**src/rtl/moore_pattern_tx.sv**
```systemverilog
// Serial pattern transmitter: latches a W-bit pattern and repeat count on start,
// then shifts copies out MSB-first, optionally overlapping OVL bits between copies.
module moore_pattern_tx #(
  parameter int W   = 4,
  parameter int OVL = 1
) (
  input  logic         clk,
  input  logic         rst,
  input  logic         start,
  input  logic [W-1:0] pattern_in,
  input  logic [3:0]   count_in,
  input  logic         overlap_in,
  output logic         data,
  output logic         data_valid,
  output logic         busy,
  output logic         done
);

  localparam int IW = $clog2(W);
  localparam logic [IW-1:0] TOP     = IW'(W - 1);
  localparam logic [IW-1:0] TOP_OVL = IW'(W - 1 - OVL);

  typedef enum logic [1:0] {IDLE, SEND, DONE} state_t;

  state_t         state;
  logic [W-1:0]   pat;
  logic [3:0]     cnt;
  logic           ovl;
  logic [IW-1:0]  idx;
  logic [IW-1:0]  reload;

  always_comb begin
    reload = ovl ? TOP_OVL : TOP;
  end

  // Outputs are loaded together with the next state so they are registered
  // yet line up with the state they describe.
  always_ff @(posedge clk) begin
    if (rst) begin
      state      <= IDLE;
      pat        <= '0;
      cnt        <= '0;
      ovl        <= 1'b0;
      idx        <= '0;
      data       <= 1'b0;
      data_valid <= 1'b0;
      busy       <= 1'b0;
      done       <= 1'b0;
    end else begin
      case (state)
        IDLE: begin
          data       <= 1'b0;
          data_valid <= 1'b0;
          busy       <= 1'b0;
          done       <= 1'b0;
          if (start) begin
            pat  <= pattern_in;
            cnt  <= count_in;
            ovl  <= overlap_in;
            idx  <= TOP;
            busy <= 1'b1;
            if (count_in != 4'd0) begin
              state      <= SEND;
              data       <= pattern_in[W-1];
              data_valid <= 1'b1;
            end else begin
              state <= DONE;
              done  <= 1'b1;
            end
          end
        end
        SEND: begin
          if (idx != '0) begin
            idx  <= idx - IW'(1);
            data <= pat[idx - IW'(1)];
          end else if (cnt > 4'd1) begin
            cnt  <= cnt - 4'd1;
            idx  <= reload;
            data <= pat[reload];
          end else begin
            state      <= DONE;
            data       <= 1'b0;
            data_valid <= 1'b0;
            done       <= 1'b1;
          end
        end
        DONE: begin
          state <= IDLE;
          done  <= 1'b0;
          busy  <= 1'b0;
        end
        default: begin
          state      <= IDLE;
          data       <= 1'b0;
          data_valid <= 1'b0;
          busy       <= 1'b0;
          done       <= 1'b0;
        end
      endcase
    end
  end

endmodule

```
**config.mk**
```make
export PLATFORM = sky130hd
export DESIGN_NAME = moore_pattern_tx
export DESIGN_NICKNAME = d
export VERILOG_FILES = /design/src/rtl/moore_pattern_tx.sv
export SDC_FILE = /design/constraint.sdc
export NUM_CORES = 1
export LEC_CHECK = 0
export BUFFER_PORTS_ARGS = -buffer_cell sky130_fd_sc_hd__buf_2
export CAP_MARGIN = 5
export CORE_UTILIZATION = 30
export DETAILED_ROUTE_END_ITERATION = 10
export GPL_TIMING_DRIVEN = 0
export PLACE_DENSITY_LB_ADDON = 0.1
export SLEW_MARGIN = 20
export SYNTH_ARGS = -nofsm -noshare
export SYNTH_HDL_FRONTEND = slang
export SYNTH_SLANG_ARGS = --single-unit
```
**constraint.sdc**
```tcl
create_clock -name clk -period 1.8 [get_ports clk]
set_clock_uncertainty 0.15 [all_clocks]
set_input_delay 0.45 -clock clk [delete_from_list [all_inputs] [get_ports clk]]
set_output_delay 0.45 -clock clk [all_outputs]
set_load 0.01 [all_outputs]
```
==> impl_metrics.prom <==
# TYPE chip_impl_metric gauge
chip_impl_info{name="outcome",value="completed"} 1
chip_impl_info{name="final_cell_mix",value="dfxtp_1, buf_2, nand2_1, a21oi_1, o21ai_0"} 1
chip_impl_info{name="timing.critical_path.cells",value="buf_6 -> ha_4 -> or2_4 -> a311oi_4 -> a21oi_1 -> a211oi_1"} 1
chip_impl_metric{name="fillers",unit=""} 283
chip_impl_metric{name="slew_headroom",unit="%"} 61.6
chip_impl_metric{name="fmaxAchievable",unit="MHz"} 567
chip_impl_metric{name="worst_hold_slack_after_final_layout",unit="ps"} 223
chip_impl_info{name="setup.worst_path.end_class",value="flip-flop"} 1
chip_impl_metric{name="required",unit="ps"} 1870
chip_impl_metric{name="design_power_total",unit="mW"} 1.04
chip_impl_metric{name="postLayoutCellArea",unit="µm²"} 1080
chip_impl_metric{name="place_area",unit="µm²"} 968
chip_impl_info{name="tritoncts_clock_tree",value="yes"} 1
chip_impl_metric{name="core-area",unit="µm²"} 2730
chip_impl_info{name="grt_setup_unrepaired",value="yes"} 1
chip_impl_metric{name="synth.cell_area",unit="µm²"} 860
chip_impl_metric{name="area_growth_syn_to_layout",unit="%"} 26.1
chip_impl_metric{name="grt_start_max_net_pins",unit=""} 11
chip_impl_metric{name="cellPowerDensity",unit="nW/µm²"} 962
chip_impl_metric{name="worstPathMaxFanout",unit=""} 6
chip_impl_metric{name="number_of_max_capacitance_violations_reported",unit=""} 0
chip_impl_metric{name="worst-endpoint-arrival",unit="ps"} 1840
chip_impl_metric{name="placement_rows",unit=""} 19
chip_impl_metric{name="htree_num_levels",unit=""} 1
chip_impl_metric{name="antenna_diode_count",unit=""} 0
chip_impl_metric{name="static-leakage-power",unit="nW"} 0.416
chip_impl_metric{name="final_antenna_net_count",unit=""} 0
chip_impl_metric{name="via_count",unit=""} 803
chip_impl_metric{name="track_usage",unit="%"} 14.9
chip_impl_metric{name="first_iter_violations",unit=""} 22
chip_impl_metric{name="die_height",unit="µm"} 55.5
chip_impl_metric{name="cts_inserted_buffers",unit=""} 3
chip_impl_metric{name="num_io_pins",unit=""} 16
chip_impl_metric{name="ys_seq_area_share",unit="%"} 39.6
chip_impl_metric{name="route.detailed.drc",unit=""} 0
chip_impl_info{name="hp-class",value="in2reg"} 1
chip_impl_metric{name="die_area",unit="µm²"} 3080
chip_impl_metric{name="detail_route.first_pass.iterations",unit=""} 4
chip_impl_metric{name="worstSkewPairLatency",unit="ps"} 300
chip_impl_metric{name="finalHoldViolCount",unit=""} 0
chip_impl_metric{name="setup_violations",unit=""} 0
chip_impl_metric{name="cts_max_path_buffers",unit=""} 2
chip_impl_metric{name="initial_core_utilization",unit="%"} 31.4
chip_impl_metric{name="die_w",unit="µm"} 55.5
chip_impl_metric{name="dp_hpwl",unit="µm"} 1470
chip_impl_metric{name="postSynthRegisterBits",unit=""} 17
chip_impl_metric{name="final_net_count",unit=""} 138
chip_impl_info{name="cp-start-kind",value="flip-flop"} 1
chip_impl_metric{name="period_needed",unit="ps"} 1760
chip_impl_metric{name="clkTransAtPathRegs",unit="ps"} 110
chip_impl_metric{name="route.detailed.vias_per_inst",unit=""} 5.25
chip_impl_metric{name="worst_pin_slew",unit="ps"} 570
chip_impl_metric{name="numClockSinks",unit=""} 17
chip_impl_info{name="synth_top_cells_by_area",value="dfxtp_1, a21oi_1, mux2i_1"} 1
chip_impl_metric{name="wl_met2",unit="µm"} 1050
chip_impl_metric{name="synth.avg_cell_area",unit="µm²"} 8.43
chip_impl_metric{name="timing.final.crit_share",unit="%"} 98.0
chip_impl_info{name="critPathSlowestCell",value="dfxtp_2"} 1
chip_impl_info{name="top_layer",value="met4"} 1
chip_impl_metric{name="placement.io_buffers",unit=""} 14
chip_impl_info{name="crit_type",value="reg2reg"} 1
chip_impl_metric{name="vdd.ir_drop.worst",unit="mV"} 0.576
chip_impl_info{name="clk_root_buffer_cell",value="clkbuf_4"} 1
chip_impl_metric{name="syn-instance-count",unit=""} 102
chip_impl_info{name="cp_top_family",value="compound AO/OA/AOI/OAI gates"} 1
chip_impl_metric{name="fin_setup_tns",unit="ps"} 0
chip_impl_metric{name="place.detailed.instances",unit=""} 147
chip_impl_metric{name="worst_path_largest_cell_delay",unit="ps"} 360
chip_impl_metric{name="post_drt_wl_per_cell",unit="µm"} 13.8
chip_impl_metric{name="met1_length",unit="µm"} 966
chip_impl_metric{name="grt_pass1_wl",unit="µm"} 3590
chip_impl_metric{name="dpl_worst_slack",unit="ps"} -156
chip_impl_metric{name="critical_path.n_buffers_inverters",unit=""} 1
chip_impl_metric{name="met3WireLength",unit="µm"} 79
chip_impl_metric{name="antenna_found_initial",unit=""} 0
chip_impl_metric{name="final_layout_size_suffix_gt1_share",unit="%"} 30.3
chip_impl_metric{name="synth.net_count",unit=""} 117
chip_impl_metric{name="synth.lib_cells_used.distinct",unit=""} 30
chip_impl_metric{name="via_count_of_the_first_global_routing_pass",unit=""} 814
chip_impl_metric{name="utilization",unit="%"} 39.6
chip_impl_metric{name="layout_setup_ws",unit="ps"} 36.2
chip_impl_metric{name="finalWirelength",unit="µm"} 2110
chip_impl_metric{name="globalRoute.totalOverflow",unit=""} 0
chip_impl_metric{name="gpl.final_weighted_congestion",unit=""} 0.714
chip_impl_metric{name="yosysWarnings",unit=""} 0
chip_impl_metric{name="fin_cells",unit=""} 153
chip_impl_info{name="post-synth-top-area-cell",value="dfxtp_1"} 1
chip_impl_metric{name="final_max_slew_viol_count",unit=""} 0
chip_impl_metric{name="netlist.area_leader.share",unit="%"} 39.6
## cell type report
cell class | count | area (µm²) | area share, %
Sequential cell | 17 | 344 | 31.8
Tap cell | 31 | 38.8 | 3.58
Clock buffer | 3 | 22.5 | 2.08
Timing Repair Buffer | 16 | 88.8 | 8.20
Multi-Input combinational cell | 75 | 546 | 50.3
Buffer | 5 | 20.0 | 1.85
Clock inverter | 1 | 5.00 | 0.462
Inverter | 5 | 18.8 | 1.73
## worst paths after layout
path / from / depth (start not counted) / endpoint / slack, ps
max reg2reg: cnt[0] / 6 / cnt[0] / 40
max: cnt[0] / 6 / cnt[0] / 40
min: overlap_in / 3 / ovl / 220
min reg2reg: pat[0] / 2 / pat[0] / 330
## flip-flops by register name (all words and copies together) (netlist names)
name,count
cnt,4
pat,4
idx,2
state,2
busy,1
data,1
data_valid,1
done,1
ovl,1
## timing repair
| item | 4_1_cts | 5_1_grt |
|---|---|---|
| setup buffers | 2 | 0 |
| pin swaps | 6 | 6 |
| gates resized for setup | 12 | 7 |
| hold buffers | 0 | 0 |
| setup endpoints to repair | 7 | 9 |
## cells in the mapped netlist (all sizes together)
cell type	count
dfxtp	17
a21oi	10
nand2	10
o21ai	9
nor2	7
nor3	6
inv	5
clkbuf	4
mux2i	4
a211oi	3
ha	3
nand2b	3
nor2b	3
or2	3
a2111oi	2
a21o	1
a22o	1
a22oi	1
a311oi	1
a31oi	1
buf	1
mux4	1
nor3b	1
nor4	1
o211a	1
o22ai	1
o2bb2ai	1
or3	1
## logic make-up after synthesis
group,count (synthesis),share of synthesized area [%]
fa+ha+maj,3,4.37
mux,5,7.28
buf+inv,10,4.37
flops,17,39.6
simple gates,35,19.8
compound gates,32,24.6
## tightest hold or removal path: cells and delay by family
kind / cells / cell delay (ps)
AOI/OAI and AO/OA: 1 / 50
buffers and inverters: 1 / 90
and+or+nand+nor: 1 / 40
## power breakdown
| part | switching [mW] | internal (mW) | total, mW | leakage (nW) |
|---|---|---|---|---|
| Clock | 0.138 | 0.0829 | 0.221 | 0.0177 |
| Combinational | 0.195 | 0.167 | 0.362 | 0.257 |
| Sequential | 0.0361 | 0.423 | 0.459 | 0.141 |
| Total | 0.370 | 0.673 | 1.04 | 0.416 |
## routing by layer
metal	up-vias	GRT usage [%]
met5	-	0
met4	0	4.29
met3	2	5.15
met2	14	25.8
met1	383	17.2
li1	404	-
(Power assumes the default switching activity.)
